===== config.mk =====
export PLATFORM = sky130hd
export DESIGN_NAME = new_element_popup_ctrl
export DESIGN_NICKNAME = d
export VERILOG_FILES = /design/src/rtl/new_element_popup_ctrl.sv
export SDC_FILE = /design/constraint.sdc
export NUM_CORES = 1
export LEC_CHECK = 0
export BUFFER_PORTS_ARGS = -buffer_cell sky130_fd_sc_hd__clkbuf_2
export CORE_MARGIN = 4
export CORE_UTILIZATION = 50
export DETAILED_ROUTE_END_ITERATION = 16
export GPL_TIMING_DRIVEN = 0
export PLACE_DENSITY = 0.68
export SLEW_MARGIN = 20
export SYNTH_ARGS = -nofsm -noshare
export SYNTH_HDL_FRONTEND = slang
export SYNTH_SLANG_ARGS = --single-unit

===== constraint.sdc =====
create_clock -name Clk -period 8.6 [get_ports Clk]
set_input_delay 1.72 -clock Clk [delete_from_list [all_inputs] [get_ports Clk]]
set_output_delay 1.72 -clock Clk [all_outputs]
set_load 0.005 [all_outputs]

===== src/rtl/new_element_popup_ctrl.sv =====
// new_element_popup_ctrl: queues "element unlocked" events and sequences the
// full-screen popup shown by the color mapper. ScreenMode only changes on a
// FrameStart edge, except at reset. Each popup stays up for HOLD_FRAMES
// frames, or until the player clicks.
// Optional build macro: POPUP_DEDUP_EN -- drop an accepted index that is
// already queued or currently shown.
module new_element_popup_ctrl #(
    parameter int unsigned ELEM_W      = 10,
    parameter int unsigned MAX_ELEMENT = 720,
    parameter int unsigned FIFO_DEPTH  = 4,
    parameter int unsigned HOLD_FRAMES = 180
) (
    input  logic              Clk,
    input  logic              Reset,
    input  logic              FrameStart,
    input  logic              UnlockValid,
    input  logic [ELEM_W-1:0] UnlockIdx,
    output logic              UnlockReady,
    input  logic              MouseBtn,
    output logic              ScreenMode,
    output logic [ELEM_W-1:0] NewElement,
    output logic              Busy
);
    localparam int unsigned PTR_W = (FIFO_DEPTH > 1) ? $clog2(FIFO_DEPTH) : 1;
    localparam int unsigned CNT_W = $clog2(FIFO_DEPTH + 1);
    localparam int unsigned FRM_W = $clog2(HOLD_FRAMES + 1);

    typedef enum logic [1:0] {
        S_IDLE = 2'd0,
        S_ARM  = 2'd1,
        S_SHOW = 2'd2,
        S_EXIT = 2'd3
    } state_e;

    state_e              state_q, state_d;
    logic [ELEM_W-1:0]   fifo_q [FIFO_DEPTH];
    logic [PTR_W-1:0]    wr_ptr_q, rd_ptr_q;
    logic [CNT_W-1:0]    count_q, count_d;
    logic [FRM_W-1:0]    frame_cnt_q, frame_cnt_d;
    logic                dismiss_armed_q, dismiss_armed_d;
    logic                mouse_q;
    logic                screen_mode_q, screen_mode_d;
    logic [ELEM_W-1:0]   new_elem_q, new_elem_d;

    logic idx_valid;
    logic is_dup;
    logic push;
    logic pop;
    logic click;

    // Queue handshake, pop request and qualified click detection
    assign UnlockReady = !Reset && (count_q < CNT_W'(FIFO_DEPTH));
    assign idx_valid   = (UnlockIdx != '0) && (32'(UnlockIdx) <= MAX_ELEMENT);
    assign push        = UnlockValid && UnlockReady && idx_valid && !is_dup;
    assign pop         = (state_q == S_IDLE) && (count_q != '0);
    assign click       = MouseBtn && !mouse_q && dismiss_armed_q;
    assign count_d     = count_q + CNT_W'(push) - CNT_W'(pop);

    // Duplicate detection against queued entries and the element on screen
    always_comb begin
        is_dup = 1'b0;
`ifdef POPUP_DEDUP_EN
        for (int unsigned i = 0; i < FIFO_DEPTH; i++) begin
            if ((CNT_W'(i) < count_q) &&
                (fifo_q[PTR_W'(rd_ptr_q + PTR_W'(i))] == UnlockIdx)) begin
                is_dup = 1'b1;
            end
        end
        if ((state_q != S_IDLE) && (new_elem_q == UnlockIdx)) begin
            is_dup = 1'b1;
        end
`endif
    end

    // State register
    always_ff @(posedge Clk) begin
        if (Reset) begin
            state_q <= S_IDLE;
        end else begin
            state_q <= state_d;
        end
    end

    // Next-state logic; a click takes priority over a coincident FrameStart
    always_comb begin
        state_d = state_q;
        case (state_q)
            S_IDLE: if (count_q != '0) state_d = S_ARM;
            S_ARM:  if (FrameStart) state_d = S_SHOW;
            S_SHOW: begin
                if (click) begin
                    state_d = S_EXIT;
                end else if (FrameStart && (frame_cnt_q == FRM_W'(1))) begin
                    state_d = S_IDLE;
                end
            end
            S_EXIT: if (FrameStart) state_d = S_IDLE;
            default: state_d = S_IDLE;
        endcase
    end

    // Output and frame-counter next values
    always_comb begin
        screen_mode_d   = screen_mode_q;
        new_elem_d      = new_elem_q;
        frame_cnt_d     = frame_cnt_q;
        dismiss_armed_d = dismiss_armed_q;
        case (state_q)
            S_IDLE: if (pop) new_elem_d = fifo_q[rd_ptr_q];
            S_ARM: begin
                if (FrameStart) begin
                    screen_mode_d   = 1'b1;
                    frame_cnt_d     = FRM_W'(HOLD_FRAMES);
                    dismiss_armed_d = 1'b0;
                end
            end
            S_SHOW: begin
                if (!MouseBtn) dismiss_armed_d = 1'b1;
                if (!click && FrameStart) begin
                    if (frame_cnt_q == FRM_W'(1)) begin
                        screen_mode_d = 1'b0;
                    end else begin
                        frame_cnt_d = frame_cnt_q - FRM_W'(1);
                    end
                end
            end
            S_EXIT: if (FrameStart) screen_mode_d = 1'b0;
            default: screen_mode_d = 1'b0;
        endcase
    end

    // Control and output registers
    always_ff @(posedge Clk) begin
        if (Reset) begin
            wr_ptr_q        <= '0;
            rd_ptr_q        <= '0;
            count_q         <= '0;
            frame_cnt_q     <= '0;
            dismiss_armed_q <= 1'b0;
            mouse_q         <= 1'b0;
            screen_mode_q   <= 1'b0;
            new_elem_q      <= '0;
        end else begin
            if (push) wr_ptr_q <= wr_ptr_q + PTR_W'(1);
            if (pop)  rd_ptr_q <= rd_ptr_q + PTR_W'(1);
            count_q         <= count_d;
            frame_cnt_q     <= frame_cnt_d;
            dismiss_armed_q <= dismiss_armed_d;
            mouse_q         <= MouseBtn;
            screen_mode_q   <= screen_mode_d;
            new_elem_q      <= new_elem_d;
        end
    end

    // Queue storage; contents are meaningless once the count says so
    always_ff @(posedge Clk) begin
        if (push) fifo_q[wr_ptr_q] <= UnlockIdx;
    end

    assign ScreenMode = screen_mode_q;
    assign NewElement = new_elem_q;
    assign Busy       = (state_q != S_IDLE) || (count_q != '0);

endmodule


-- Yosys cells after proc, flatten, opt, wreduce, memory -nomap -nowiden
Memory sizes are Yosys's and may differ from the RTL's. A register that Yosys moved wholly into a read port is not among the register bits.
Cells that the tools add are included.
- $add $sub $neg: 5
- $lt $le $gt $ge: 2
- equal/unequal tests: 12
- mux-type cells: 19
- reduce and logical (&&, ||, !) cells: 24
- operators by type and width (kind ; number):
    2-to-1 mux 8 bit ; 3
    case mux 8 bit (2 select lines) ; 1
    != test 2 bit (second input constant) ; 6
    <= comparator 10 bit (second input constant) ; 1
    2-to-1 mux 2 bit ; 5
    nonzero test 10 bit ; 1
    logical AND 1 bit ; 9
    == test 8 x 1 -> 1 bit (second input constant) ; 1
    case mux 2 bit (4 select lines) ; 1
    AND reduction 4 bit ; 2
    subtractor 8 x 1 -> 8 bit (second input constant) ; 1
    2-to-1 mux 1 bit ; 7
    nonzero test 3 bit ; 2
    AND reduction 5 bit ; 1
    adder 2 x 1 -> 2 bit (second input constant) ; 2
    == test 2 bit (second input constant) ; 2
    nonzero test 2 bit ; 2
    adder 3 x 1 -> 3 bit ; 1
    zero test 1 bit ; 3
    < comparator 3 bit (second input constant) ; 1
    != test 3 bit (second input constant) ; 1
    case mux 1 bit (3 select lines) ; 1
    AND reduction 3 bit ; 1
    subtractor 3 x 1 -> 3 bit ; 1
    other kinds (6) ; 6
- register bits after elaboration: 20
- bits in writable memories: 40
- input bits: 15
- output and inout bits: 13
- memories: 1
- memory list (name ; depth ; width ; read ports ; clocked after Yosys merged registers in ; wr ports ; line ; text):
    fifo_q ; 4 ; 10 ; 1 ; 1 ; 1 ; 36 ; logic [ELEM_W-1:0] fifo_q [FIFO_DEPTH];

-- Logic depth before layout (Yosys ltp)
- depth in word-level cells: 7
- depth in mapped cells: 13

-- Least setup slack after synthesis
No wires, ideal clock.
- path type: input -> register
- from: input port UnlockIdx[3]
- to: register count_q[2]
- data arrival time: 3825 ps
- required time: 8472 ps
- setup slack: 4647 ps
- stages on the path: 12
- cell sequence: o41a_1 -> o2111ai_1 -> and3_1 -> buf_2 -> inv_1 -> ha_1 -> inv_1 -> ha_1 -> fa_1 -> xnor2_1 -> xnor2_1 -> nor2_1
- longest elaborated chain between the ends: 5
- elaborated cells on any way between the ends: 6
- ends and longest elaborated chain (what ; line ; text):
    start: declaration ; 17 ; input logic [ELEM_W-1:0] UnlockIdx,
    <= comparator 10 bit or nonzero test 10 bit (tied branches) ; 53 ; assign idx_valid = (UnlockIdx != '0) && (32'(UnlockIdx) <= MAX_ELEMENT);
    logical AND 1 bit * ; 53 ;
    logical AND 1 bit * ; 54 ; assign push = UnlockValid && UnlockReady && idx_valid && !is_dup;
    adder 3 x 1 -> 3 bit * ; 57 ; assign count_d = count_q + CNT_W'(push) - CNT_W'(pop);
    subtractor 3 x 1 -> 3 bit * ; 57 ;
    end signal: assignment ; 146 ; count_q <= count_d;
    end: declaration ; 38 ; logic [CNT_W-1:0] count_q, count_d;
Every way passes the cells marked *; elsewhere a longest branch is shown, timed or not.
A chain may end at the register's enable or synchronous reset.

-- Worst setup path after layout
Same ends and word-level chain as after synthesis.

==> results by group <==
Worst setup path
  – Data required, critical path: 8.81 ns
  – Arr. time, crit path: 4.18 ns
  – Worst r2r path cells: 11
  – CP Capture Type: register
  – Worst Setup Start Kind: input pin
  – Flop-to-flop setup slack: 5.92 ns
  – Max stage delay on crit path: 0.45 ns
  – CP max-delay cell: o41a_1
  – Crit Path Category: input pin to register
  – Worst-path fanout max: 7
  – Critical-path cell list: clkbuf_2 > o41a_1 > o2111ai_1 > and3_1 > buf_2 > inv_1 > ha_1 > inv_1 > ha_1 > fa_1 > xnor2_1 > xnor2_1 > nor2_1
  – Worst reg2reg endpoint: count_q[2]
  – Critical Path End: count_q[2]
  – Reg-to-reg critical path startpoint: count_q[1]
  – Worst Setup SP: UnlockIdx[3]

Route
  – Post-route DRC: 0
  – Drt wl/cell: 15.5 µm
  – WL met3: 255 µm
  – Iteration-0 DRC Markers: 86
  – Via count: 1937
  – Met2 wire len: 2620 µm
  – Drt total wl: 5450 µm
  – Detail Route Antenna Nets: 0
  – Metal-1 WL: 2450 µm
  – Top sig layer: met4
  – Via density: 5.52
  – Drt first pass iters: 4

Clocking
  – CTS HTree Levels: 3
  – CTS Buf Count: 9
  – Total clock sinks: 70
  – CTS clk-pin slew, worst paths: 0.08 ns
  – Root Buffer: clkbuf_8
  – Bufs on Longest Clock Path: 2
  – Worst-Skew Late Latency: 0.33 ns
  – Postcts setup bufs: 0
  – CTS tree: built
  – CTS resizes: 0
  – CTS Hold Bufs: 0

Global route
  – Vias in the first global route: 1905
  – Grt total ovfl: 0
  – All-Layer GR Usage: 0.166
  – First-pass GRT wire length: 9280 µm
  – Pin count of the biggest net entering global routing: 13
  – Initial antenna violation count: 0

Synthesis
  – Mapped Nets: 263
  – Cell area after synthesis: 2970 µm²
  – Number of distinct library cells after synthesis: 40
  – Post-Synthesis Cells: 239
  – Register area share after synthesis: 0.607
  – Yosys warning count: 0
  – Number of synthesized register bits: 70
  – Mapped Avg Cell Area: 12.4 µm²

Timing
  – Slew Limit Headroom: 0.588
  – FMAX: 252 MHz
  – Fin crit period: 3.97 ns
  – Final hold violation count: 0
  – RSZ-0062 raised after global routing: no
  – Post-route clock period utilization: 0.462
  – Post-Route Setup TNS: 0 ns
  – Final setup viols: 0
  – Hold_ws: 0.456 ns
  – Actual slew at the worst max-slew pin: 0.618 ns
  – Max Slew Vio Count: 0
  – Clock skew: 0.00782 ns

Floorplanning
  – Die H: 85.0 µm
  – Die area: 7230 µm²
  – Core box area: 5640 µm²
  – Num rows: 27
  – Horiz. Die Dim: 85.0 µm
  – IO Pins: 28
  – Starting Density: 0.526

Hold path
  – Hold Crit Class: register to register

Place
  – DP Area: 3180 µm²
  – IO buf count: 25
  – GPL Wtd Cong: 0.769
  – HPWL after DPL: 3790 µm
  – Placed insts: 336

Outcome
  – Status: finished clean

Finish
  – Most frequent cells in the layout: 40 x edfxtp_1, 30 x dfxtp_1, 26 x clkbuf_2, 26 x nand2_1, 17 x a21oi_1
  – Commonest non-fill, non-tap cell in the layout: edfxtp_1
  – Finished Cell Area: 3420 µm²
  – Fillers: 474
  – Non-filler cells, final: 351
  – ANT cells: 0
  – Layout cells sized above 1: 0.222
  – Nets: 299
  – Area grow syn2layout: 15.2%

Pwr
  – Total power draw: 1.01 mW
  – Static leakage: 1.27 nW
  – PD cells: 296 nW/µm²
  – VDD IR max: 0.144 mV

Job
  – Max cap viols: 0
## layer usage
metal | vias to the layer above | track usage
met5 | - | 0
met1 | 935 | 0.210
met2 | 39 | 0.263
met4 | 0 | 0.0734
met3 | 14 | 0.0505
li1 | 949 | -
## registers in the layout (all words and copies together) (netlist names)
register and cells:
state_q 2, NewElement 10, wr_ptr_q 2, mouse_q 1
frame_cnt_q 8, count_q 3, ScreenMode 1, rd_ptr_q 2
dismiss_armed_q 1, fifo_q 40
## how the worst min path moves through the flow
| stage | slack, ns | startpoint | end | depth (start not counted) |
|---|---|---|---|---|
| final | 0.46 | NewElement[2] | NewElement[2] | 2 |
| after global routing | 0.49 | NewElement[0] | NewElement[0] | 2 |
| after CTS | 0.46 | NewElement[2] | NewElement[2] | 2 |
| after detailed placement | 0.45 | NewElement[2] | NewElement[2] | 2 |
| after global placement | 0.45 | NewElement[4] | NewElement[4] | 2 |
| after floorplan | 0.44 | dismiss_armed_q | dismiss_armed_q | 2 |
## cell type report
cell class	instances	area [µm²]	share of cell area
plain buffers	13	71.3	0.0209
clock buffers	9	124	0.0362
clock inverters	6	111	0.0326
inverters	12	45.0	0.0132
multi-input cells	144	1050	0.307
flip-flops and latches	70	1800	0.527
well taps	72	90.1	0.0264
repair buffers	25	125	0.0366
## critical path, delay by kind of cell
family / cells / cell delay [ns]
adders and majority gates: 3 / 0.83
and+or+nand+nor: 2 / 0.24
AOI/OAI and AO/OA: 2 / 0.68
xor gates and xnor gates: 2 / 0.32
buffers and inverters: 4 / 0.39
## per-stage QoR
step,util,setup slack [ns]
4_1_cts,0.606,4.64
5_1_grt,0.606,4.42
6_report,0.606,4.63
2_1_floorplan,-,4.65
3_5_place_dp,0.564,4.28
3_3_place_gp,0.564,4.32
## cells by family (layout without fill, tap and decap cells)
group                      count (synthesis)  after routing  synth area share
muxes                                     12             12            0.0826
buffers and inverters                     25             65            0.0392
DFF                                       70             70             0.607
adders and majority gates                  9              9            0.0405
AOI/OAI and AO/OA                         35             35            0.0721
and+or+nand+nor                           83             83             0.144
xor gates and xnor gates                   5              5            0.0148
## where the power goes
group	switching (mW)	internal (mW)	leakage (nW)	total, mW
logic	0.147	0.126	0.547	0.272
registers	0.0294	0.400	0.608	0.429
clock network	0.120	0.191	0.117	0.311
total	0.296	0.716	1.27	1.01
## Yosys cell counts, drive strengths merged
cell	n	area, µm²
a21oi	17	85.1
nand3	5	25.0
edfxtp	40	1200
ha	8	100
dfxtp	30	601
nor2b	2	12.5
a31oi	2	12.5
a211oi	4	30.0
mux2i	2	20.0
inv	12	45.0
nand2	26	97.6
mux4	10	225
and2	4	25.0
or3	3	21.3
o41a	1	11.3
nand2b	3	18.8
nor3	6	30.0
or4	3	22.5
and2b	1	8.76
xor2	2	17.5
and3	4	25.0
o311a	1	10.0
o31ai	3	22.5
o2111ai	1	8.76
nand4	3	18.8
and3b	1	8.76
nand3b	3	22.5
o21ai	5	25.0
nor2	14	52.6
a211o	1	8.76
nor4	4	31.3
xnor2	3	26.3
clkbuf	6	23.8
or2	1	6.26
buf	7	47.5
fa	1	20.0
Power figures use the tool's default switching activity.
